<file path="config.mk">
export PLATFORM = sky130hd
export DESIGN_NAME = vga_text_buffer
export DESIGN_NICKNAME = d
export VERILOG_FILES = /design/src/rtl/vga_text_pkg.sv /design/src/rtl/vga_char_decode.sv /design/src/rtl/vga_text_buffer.sv
export SDC_FILE = /design/constraint.sdc
export NUM_CORES = 1
export LEC_CHECK = 0
export BUFFER_PORTS_ARGS = -buffer_cell sky130_fd_sc_hd__buf_2
export CORE_MARGIN = 4
export CORE_UTILIZATION = 29
export CTS_BUF_LIST = sky130_fd_sc_hd__clkbuf_16
export DETAILED_ROUTE_END_ITERATION = 8
export PLACE_DENSITY_LB_ADDON = 0.25
export SYNTH_ARGS = -nofsm -noshare
export SYNTH_HDL_FRONTEND = slang
export SYNTH_SLANG_ARGS = --single-unit
</file>
<file path="constraint.sdc">
create_clock -name clk -period 3.8 [get_ports clk]
set_clock_uncertainty 0.15 [all_clocks]
set_input_delay 0.76 -clock clk [delete_from_list [all_inputs] [get_ports clk]]
set_output_delay 0.76 -clock clk [all_outputs]
set_load 0.01 [all_outputs]
</file>
<file path="src/rtl/vga_text_pkg.sv">
// Shared state encoding and byte constants for the VGA text line buffer.
package vga_text_pkg;

  typedef enum logic [0:0] {
    IDLE  = 1'b0,
    CLEAR = 1'b1
  } state_e;

  localparam logic [7:0] CH_BS       = 8'h08;
  localparam logic [7:0] CH_LF       = 8'h0A;
  localparam logic [7:0] CH_FF       = 8'h0C;
  localparam logic [7:0] CH_PRINT_LO = 8'h20;
  localparam logic [7:0] CH_PRINT_HI = 8'h7E;

endpackage

</file>
<file path="src/rtl/vga_char_decode.sv">
// Combinational byte classifier; exactly one of the four outputs is high for any byte.
module vga_char_decode
  import vga_text_pkg::*;
(
  input  logic [7:0] char_data,
  output logic       is_print,
  output logic       is_bs,
  output logic       is_clear,
  output logic       is_other
);

  always_comb begin
    is_print = (char_data >= CH_PRINT_LO) && (char_data <= CH_PRINT_HI);
    is_bs    = (char_data == CH_BS);
    is_clear = (char_data == CH_LF) || (char_data == CH_FF);
    is_other = !(is_print || is_bs || is_clear);
  end

endmodule

</file>
<file path="src/rtl/vga_text_buffer.sv">
// Character line buffer feeding the VGA text display from a valid/ready byte stream.
// Define VGA_TEXT_SCROLL_EN to scroll left on a printable byte when the line is full.
//
// state | meaning
// IDLE  | accepting bytes, char_ready high
// CLEAR | blanking one cell per cycle after LF/FF, char_ready low
module vga_text_buffer
  import vga_text_pkg::*;
#(
  parameter int         N_CHARS = 36,
  parameter logic [7:0] BLANK   = 8'h20
) (
  input  logic                   clk,
  input  logic                   rst_n,
  input  logic                   char_valid,
  input  logic [7:0]             char_data,
  output logic                   char_ready,
  output logic [8*N_CHARS-1:0]   cells,
  output logic [5:0]             cursor,
  output logic                   full
);

  localparam logic [5:0] CURSOR_MAX = 6'(N_CHARS);
  localparam logic [5:0] LAST_IDX   = 6'(N_CHARS - 1);

  state_e     state_q, state_d;
  logic [7:0] cells_q [N_CHARS];
  logic [7:0] cells_d [N_CHARS];
  logic [5:0] cursor_q, cursor_d;
  logic [5:0] clr_idx_q, clr_idx_d;
  logic       full_q, full_d;

  logic is_print, is_bs, is_clear, is_other;

  vga_char_decode u_decode (
    .char_data (char_data),
    .is_print  (is_print),
    .is_bs     (is_bs),
    .is_clear  (is_clear),
    .is_other  (is_other)
  );

  always_comb begin
    state_d   = state_q;
    cells_d   = cells_q;
    cursor_d  = cursor_q;
    clr_idx_d = clr_idx_q;

    case (state_q)
      IDLE: begin
        // Unrecognised bytes are still accepted (ready is high) but change nothing.
        if (char_valid && !is_other) begin
          if (is_print) begin
            if (cursor_q < CURSOR_MAX) begin
              cells_d[cursor_q] = char_data;
              cursor_d          = cursor_q + 6'd1;
            end else begin
`ifdef VGA_TEXT_SCROLL_EN
              for (int i = 0; i < N_CHARS - 1; i++) begin
                cells_d[i] = cells_q[i+1];
              end
              cells_d[N_CHARS-1] = char_data;
`endif
            end
          end else if (is_bs) begin
            if (cursor_q != 6'd0) begin
              cursor_d                   = cursor_q - 6'd1;
              cells_d[cursor_q - 6'd1]   = BLANK;
            end
          end else if (is_clear) begin
            cursor_d  = 6'd0;
            clr_idx_d = 6'd0;
            state_d   = CLEAR;
          end
        end
      end
      CLEAR: begin
        cells_d[clr_idx_q] = BLANK;
        clr_idx_d          = clr_idx_q + 6'd1;
        if (clr_idx_q == LAST_IDX) begin
          clr_idx_d = 6'd0;
          state_d   = IDLE;
        end
      end
      default: state_d = IDLE;
    endcase
  end

  assign full_d = (cursor_d == CURSOR_MAX);

  always_ff @(posedge clk or negedge rst_n) begin
    if (!rst_n) begin
      state_q   <= IDLE;
      cursor_q  <= 6'd0;
      clr_idx_q <= 6'd0;
      full_q    <= 1'b0;
      for (int i = 0; i < N_CHARS; i++) begin
        cells_q[i] <= BLANK;
      end
    end else begin
      state_q   <= state_d;
      cursor_q  <= cursor_d;
      clr_idx_q <= clr_idx_d;
      full_q    <= full_d;
      cells_q   <= cells_d;
    end
  end

  for (genvar g = 0; g < N_CHARS; g++) begin : g_cells
    assign cells[8*g +: 8] = cells_q[g];
  end

  assign char_ready = (state_q == IDLE);
  assign cursor     = cursor_q;
  assign full       = full_q;

endmodule
</file>
# ---- After elaboration in Yosys (flattened, before gate mapping)
# Cells that the tools add are included.
dict set report op_classes {
  n_addsub 3
  n_mul 0
  shifts 0
  mux 32
  n_eq_ne 12
  div_mod_pow 0
  magnitude_cmp 9
  bitwise 10
  reduce_logical 11
}
# operator n
set ops {}
lappend ops {{2-to-1 mux 288 bit} 5}
lappend ops {{case mux 288 bit (2 select lines)} 1}
lappend ops {{bitwise AND 252 bit} 2}
lappend ops {{inverter 252 bit} 2}
lappend ops {{bitwise mux 288 bit} 1}
lappend ops {{demux 8 bit (select 6 bit)} 3}
lappend ops {{2-to-1 mux 6 bit} 12}
lappend ops {{OR 36 bit} 2}
lappend ops {{equality test 8 x 4 -> 1 bit, second input constant} 3}
lappend ops {{2-to-1 mux 8 bit} 3}
lappend ops {{>= comparator 7 bit, second input constant} 3}
lappend ops {{less-than comparator 7 x 1 -> 1 bit, second input constant} 3}
lappend ops {{inverter 6 -> 7 bit} 3}
lappend ops {{adder 6 x 1 -> 6 bit, second input constant} 2}
lappend ops {{equality test 6 bit, second input constant} 2}
lappend ops {{case mux 6 bit (2 select lines)} 1}
lappend ops {{>= comparator 8 x 6 -> 1 bit, second input constant} 1}
lappend ops {{<= comparator 8 x 7 -> 1 bit, second input constant} 1}
lappend ops {{AND reduction 4 bit} 2}
lappend ops {{less-than comparator 6 bit, second input constant} 1}
lappend ops {{!= test 3 x 1 -> 1 bit, second input constant} 2}
lappend ops {{nonzero test 6 bit} 1}
lappend ops {{subtractor 6 x 1 -> 6 bit, second input constant} 1}
lappend ops {{logical AND 1 bit} 5}
lappend ops {{7 further kinds} 15}
dict set report totals {
  wordCells 117
  romBits 0
  output_inout_bits 296
  latchBits 0
  ramBits 0
  mem_count 0
  ff_bits 302
}

# ---- Logic depth before layout (Yosys ltp)
dict set report logic_depth {
  depth_word 13
  ltp_mapped 10
}

# ---- Modules after synthesis
# Synthesis repeated with hierarchy kept, for this count alone.
dict set report unflattened {
  hier_cells 1279
  hier_area_um2 14010.9
}
# mod area_each_um2 cells_each instances
set by_module_without_submodules {}
lappend by_module_without_submodules {vga_text_buffer 13922.1 1267 1}
lappend by_module_without_submodules {vga_char_decode 88.8 12 1}

# ---- Worst setup path before layout
# Ideal clock, no wire load.
dict set report synth_timing {
  path_type {input port to flip-flop}
  startpoint {input char_data[0]}
  endpoint {register cells_q (netlist bit cells[31])}
  path_buffers 1
  setup_time_ns 0.119
  path_stages 8
  arrival_ns 2.523
  slack_ns 1.008
  cell_sequence {or4b_1 -> nor3_2 -> and2_1 -> buf_4 -> a21oi_2 -> o21a_1 -> a211o_1 -> and2_1}
}
dict set report synth_between {
  elab_chain_cells 7
}
# item line
set synth_rtl {}
lappend synth_rtl {{start: declaration} vga_text_buffer.sv:16} ;# input logic [7:0] char_data,
lappend synth_rtl {{>= comparator 8 x 6 -> 1 bit or <= comparator 8 x 7 -> 1 bit (tied branches)} vga_char_decode.sv:13} ;# is_print = (char_data >= CH_PRINT_LO) && (char_data <= CH_PRINT_HI);
lappend synth_rtl {{logical AND 1 bit} vga_char_decode.sv:13}
lappend synth_rtl {{logical OR 1 bit (2 in series)} vga_char_decode.sv:16} ;# is_other = !(is_print || is_bs || is_clear);
lappend synth_rtl {{logical AND 1 bit} vga_text_buffer.sv:52} ;# if (char_valid && !is_other) begin
lappend synth_rtl {{!= test 2 x 1 -> 1 bit (no source line)} --}
lappend synth_rtl {{AND reduction 4 bit (no source line)} --}
lappend synth_rtl {{end signal: assignment} vga_text_buffer.sv:105} ;# cells_q <= cells_d;
lappend synth_rtl {{end: declaration} vga_text_buffer.sv:27} ;# logic [7:0] cells_q [N_CHARS];
# Parallel ways exist; a longest one is shown, timed or not. The select of a mux whose other input is x is not followed.
# A chain may end at the register's enable or synchronous reset.

# ---- Worst setup path in the final report
dict set report layout_timing {
  startpoint {register cursor_q[1], in the netlist cursor[1]}
  endpoint {register cells_q (netlist bit cells[167])}
}
dict set report layout_between {
  elab_chain_cells 13
}
# item line
set layout_rtl {}
lappend layout_rtl {{start: declaration} vga_text_buffer.sv:29} ;# logic [5:0] cursor_q, cursor_d;
lappend layout_rtl {{start signal: assignment} vga_text_buffer.sv:102} ;# cursor_q <= cursor_d;
lappend layout_rtl {{subtractor 6 x 1 -> 6 bit} vga_text_buffer.sv:68} ;# cells_d[cursor_q - 6'd1] = BLANK;
lappend layout_rtl {{inverter 6 -> 7 bit (implied by the code)} vga_text_buffer.sv:68}
lappend layout_rtl {{>= comparator 7 bit (implied by the code) or less-than comparator 7 x 1 -> 1 bit (tied branches)} vga_text_buffer.sv:68}
lappend layout_rtl {{logical AND 1 bit (implied by the code)} vga_text_buffer.sv:68}
lappend layout_rtl {{2-to-1 mux 8 bit (implied by the code)} vga_text_buffer.sv:68}
lappend layout_rtl {{demux 8 bit (select 6 bit)} vga_text_buffer.sv:68}
lappend layout_rtl {{inverter 252 bit (no source line)} --}
lappend layout_rtl {{bitwise AND 252 bit (no source line)} --}
lappend layout_rtl {{2-to-1 mux 288 bit} vga_text_buffer.sv:66} ;# if (cursor_q != 6'd0) begin
lappend layout_rtl {{2-to-1 mux 288 bit} vga_text_buffer.sv:65} ;# end else if (is_bs) begin
lappend layout_rtl {{2-to-1 mux 288 bit} vga_text_buffer.sv:53} ;# if (is_print) begin
lappend layout_rtl {{2-to-1 mux 288 bit} vga_text_buffer.sv:52}
lappend layout_rtl {{case mux 288 bit (2 select lines)} vga_text_buffer.sv:49} ;# case (state_q)
# Parallel ways exist; a longest one is shown, timed or not. The select of a mux whose other input is x is not followed.

==> out/metrics.yaml <==
outcome: "complete, no violations"
insertion_delay_ns: 0.55
antenna_found_initial: 0
fmax_mhz: 307.9
worstMarginPinSlew_ns: 1.208
dp.cells: 2157
r2r-start: "cursor[1]"
crit_type: "reg2reg"
vias: 12150
n_antenna_cell: 0
startpoint_type: "register"
cp_slowest_cell: "xor2_1"
drtAntennaViolNets: 0
cp.arrival_ns: 3.53
wire_per_inst_um: 24.06
grtUsageMet3_pct: 4.452
wl_um: 53380
finalHoldViolCount: 0
drt-pass1-iter-count: 6
grt_overflow: 0
p_sw_w: 0.001504
ys_types: 69
cap_violations: 0
grtUsageMet1_pct: 28.40
die_w_um: 222.6
clockPowerShare_pct: 50.2
grt_use_met2_pct: 33.66
io_pins: 307
cts_root_buf: "clkbuf_16"
peakVddDrop_v: 0.0002328
swShare_pct: 22.39
core_area_um2: 45480
power_w: 0.006714
grt_setup_unrepaired: "no"
top_usage_layer: "met2"
dieArea_um2: 49560
cts_setup_buffers: 0
cts_hold_buf: 0
p_int_w: 0.005211
relSlewSlack_pct: 19.36
area_growth_pct: 26.84
initial_core_util_pct: 29.37
grt_pass1_wl_um: 80430
die_y_um: 222.6
hpwl_um: 37490
htree_levels: 2
via_per_inst: 5.476
drc: 0
ys.warnings.count: 0
reg2reg_slack_ns: 0.55
synth-edff-count: 0
syn-cell-area_um2: 13360
gp_congestion: 0.9449
io_buffers: 306
std_cell_rows: 78
numCtsBuffers: 36
finalSetupTns_ns: 0
slowest_delay_ns: 0.61
fin_crit_ns: 3.248
syn_area_per_cell_um2: 10.52
clkTransAtPathRegs_ns: 0.06
worstPathRequired_ns: 4.08
path_buf_inv: 1
path_max_fanout: 9
synth.most_common_cell: "dfrtp_1"
synth_async_sr_flop_share_pct: 100.0
grt_max_degree: 83
combinationalPowerShare_pct: 1.9
first_global_vias: 12030
synth.largest_area_cell: "dfrtp_1"
syn_nets: 1285
slew_viol_final: 0
finalCritPeriodShare_pct: 85.47
max-clock-path-buffers: 3
track_usage_pct: 20.88
reg2reg_depth: 7
critPathCaptureType: "register"
synth_cells: 1270
crit_family: "simple AND/OR/NAND/NOR gates"
worstHoldPathType: "in2async"
drive_gt1_share_pct: 29.59
synthTopCellsByCount: "dfrtp_1 (266), o21ai_0 (170), o2bb2ai_1 (156), nand2_1 (130), nor2_1 (82)"
cts.sinks: 302
leakage_nw: 7.886
cts_tree: "yes"
power_density_nw_per_um2: 396.3
fin_cells: 2219
synth.area.top_cells: "dfrtp_1 (50%), o2bb2ai_1 (10%), dfstp_2 (7.1%), o21ai_0 (6.4%), nand2_1 (3.7%)"
synth_ff_type: "dfrtp_1"
setup_violations: 0
drt_iter0_drc: 1099
fin_nets: 1610
cts_resized: 0
pwr-share-seq_pct: 47.9
crit_chain: "inv_1, ha_1, xor2_1, nand3_1, nor2_1, o221ai_1, and2_1"
synth_top_area_share_pct: 49.84
ys_ff_latch: 302
reg2reg_to: "cells[167]"
ys_seq_area_share_pct: 56.92
final cells by class:
class / count / area (µm²)
flip-flops and latches: 302 / 7602
clock inverters: 25 / 197.7
multi-input cells: 874 / 5398
fillers: 4614 / 28540
clock buffers: 37 / 925.9
inverters: 20 / 75.07
repair buffers: 361 / 1992
well taps: 600 / 750.7
registers in the layout (all words and copies together) (netlist names):
register / cells
cells: 288
full: 1
cursor: 6
clr_idx_q: 6
state_q: 1
layer usage:
| metal | part of all wire [%] | up-vias |
|---|---|---|
| met5 | 0 | - |
| met4 | 2.7 | 0 |
| met3 | 7.2 | 90 |
| met2 | 47 | 530 |
| met1 | 43 | 6122 |
| li1 | - | 5409 |
metrics by stage:
stage | instance area, µm² | setup WS, ns | hold slack, ns | utilization (%)
final | 16940 | 0.5521 | 0.07885 | 37.25
after global routing | 16940 | 0.2848 | 0.1204 | 37.25
after CTS | 16940 | 0.5884 | 0.09396 | 37.25
after detailed placement | 15820 | 0.2289 | 0.3151 | 34.78
after global placement | 15820 | 0.2733 | 0.3079 | 34.78
after floorplan | 13360 | 1.008 | 0.3144 | -
cells in the final DEF, fill, tap and decap left out, types with 4 or more instances in the layout:
cell type | synthesis | layout
buf_2 | 7 | 305
dfrtp_1 | 266 | 266
o21ai_0 | 170 | 170
o2bb2ai_1 | 156 | 156
nand2_1 | 130 | 124
nor2_1 | 82 | 81
buf_4 | 1 | 52
a21oi_1 | 51 | 51
and2_1 | 42 | 42
clkbuf_16 | 0 | 37
dfstp_2 | 36 | 36
inv_1 | 19 | 27
nand3_1 | 22 | 22
a31oi_1 | 22 | 22
o21ai_1 | 17 | 17
o21a_1 | 17 | 17
nor3_1 | 15 | 15
a22oi_1 | 12 | 12
a221oi_1 | 9 | 9
a22o_1 | 9 | 9
o221ai_2 | 7 | 7
o32a_1 | 7 | 7
o22ai_1 | 6 | 6
nand2_2 | 0 | 6
nand3b_1 | 6 | 6
a32o_1 | 6 | 6
clkinv_2 | 0 | 6
nand2b_1 | 5 | 5
o211ai_1 | 5 | 5
o22a_1 | 5 | 5
and3_1 | 4 | 4
or3_1 | 4 | 4
nor3b_1 | 4 | 4
o221ai_1 | 4 | 4
a221o_1 | 4 | 4
ha_1 | 4 | 4
clkinv_1 | 0 | 4
power by group through the flow:
| stage | clock, W | sequential (W) | combinational [W] |
|---|---|---|---|
| 6_report | 0.00337 | 0.00322 | 0.000125 |
| 5_1_grt | 0.00359 | 0.00322 | 0.000143 |
| 4_1_cts | 0.00347 | 0.00322 | 0.000129 |
| 3_5_place_dp | 0 | 0.00327 | 0.000130 |
| 3_3_place_gp | 0 | 0.00327 | 0.000129 |
| 2_1_floorplan | 0 | 0.00328 | 0.0000238 |
logic make-up (layout without fill, tap and decap cells):
kind of cell | after synthesis | in the layout | synth area share [%]
fa+ha+maj | 4 | 4 | 0.3747
compound gates | 532 | 532 | 27.84
mux | 2 | 2 | 0.1499
simple gates | 333 | 333 | 11.72
flops | 302 | 302 | 56.92
xor+xnor | 3 | 3 | 0.1968
buf+inv | 94 | 443 | 2.801
how the worst max path moves through the flow:
stage | from | to | slack, ns | cells past startpoint
floorplan | char_data[0] | cells[31] | 1.01 | 8
global placement | char_data[0] | cells[0] | 0.27 | 8
detailed placement | char_data[5] | cells[29] | 0.23 | 8
CTS | cursor[0] | cells[167] | 0.59 | 7
global route | cursor[2] | cells[120] | 0.28 | 7
finish | cursor[1] | cells[167] | 0.55 | 7
(Power assumes the default switching activity.)
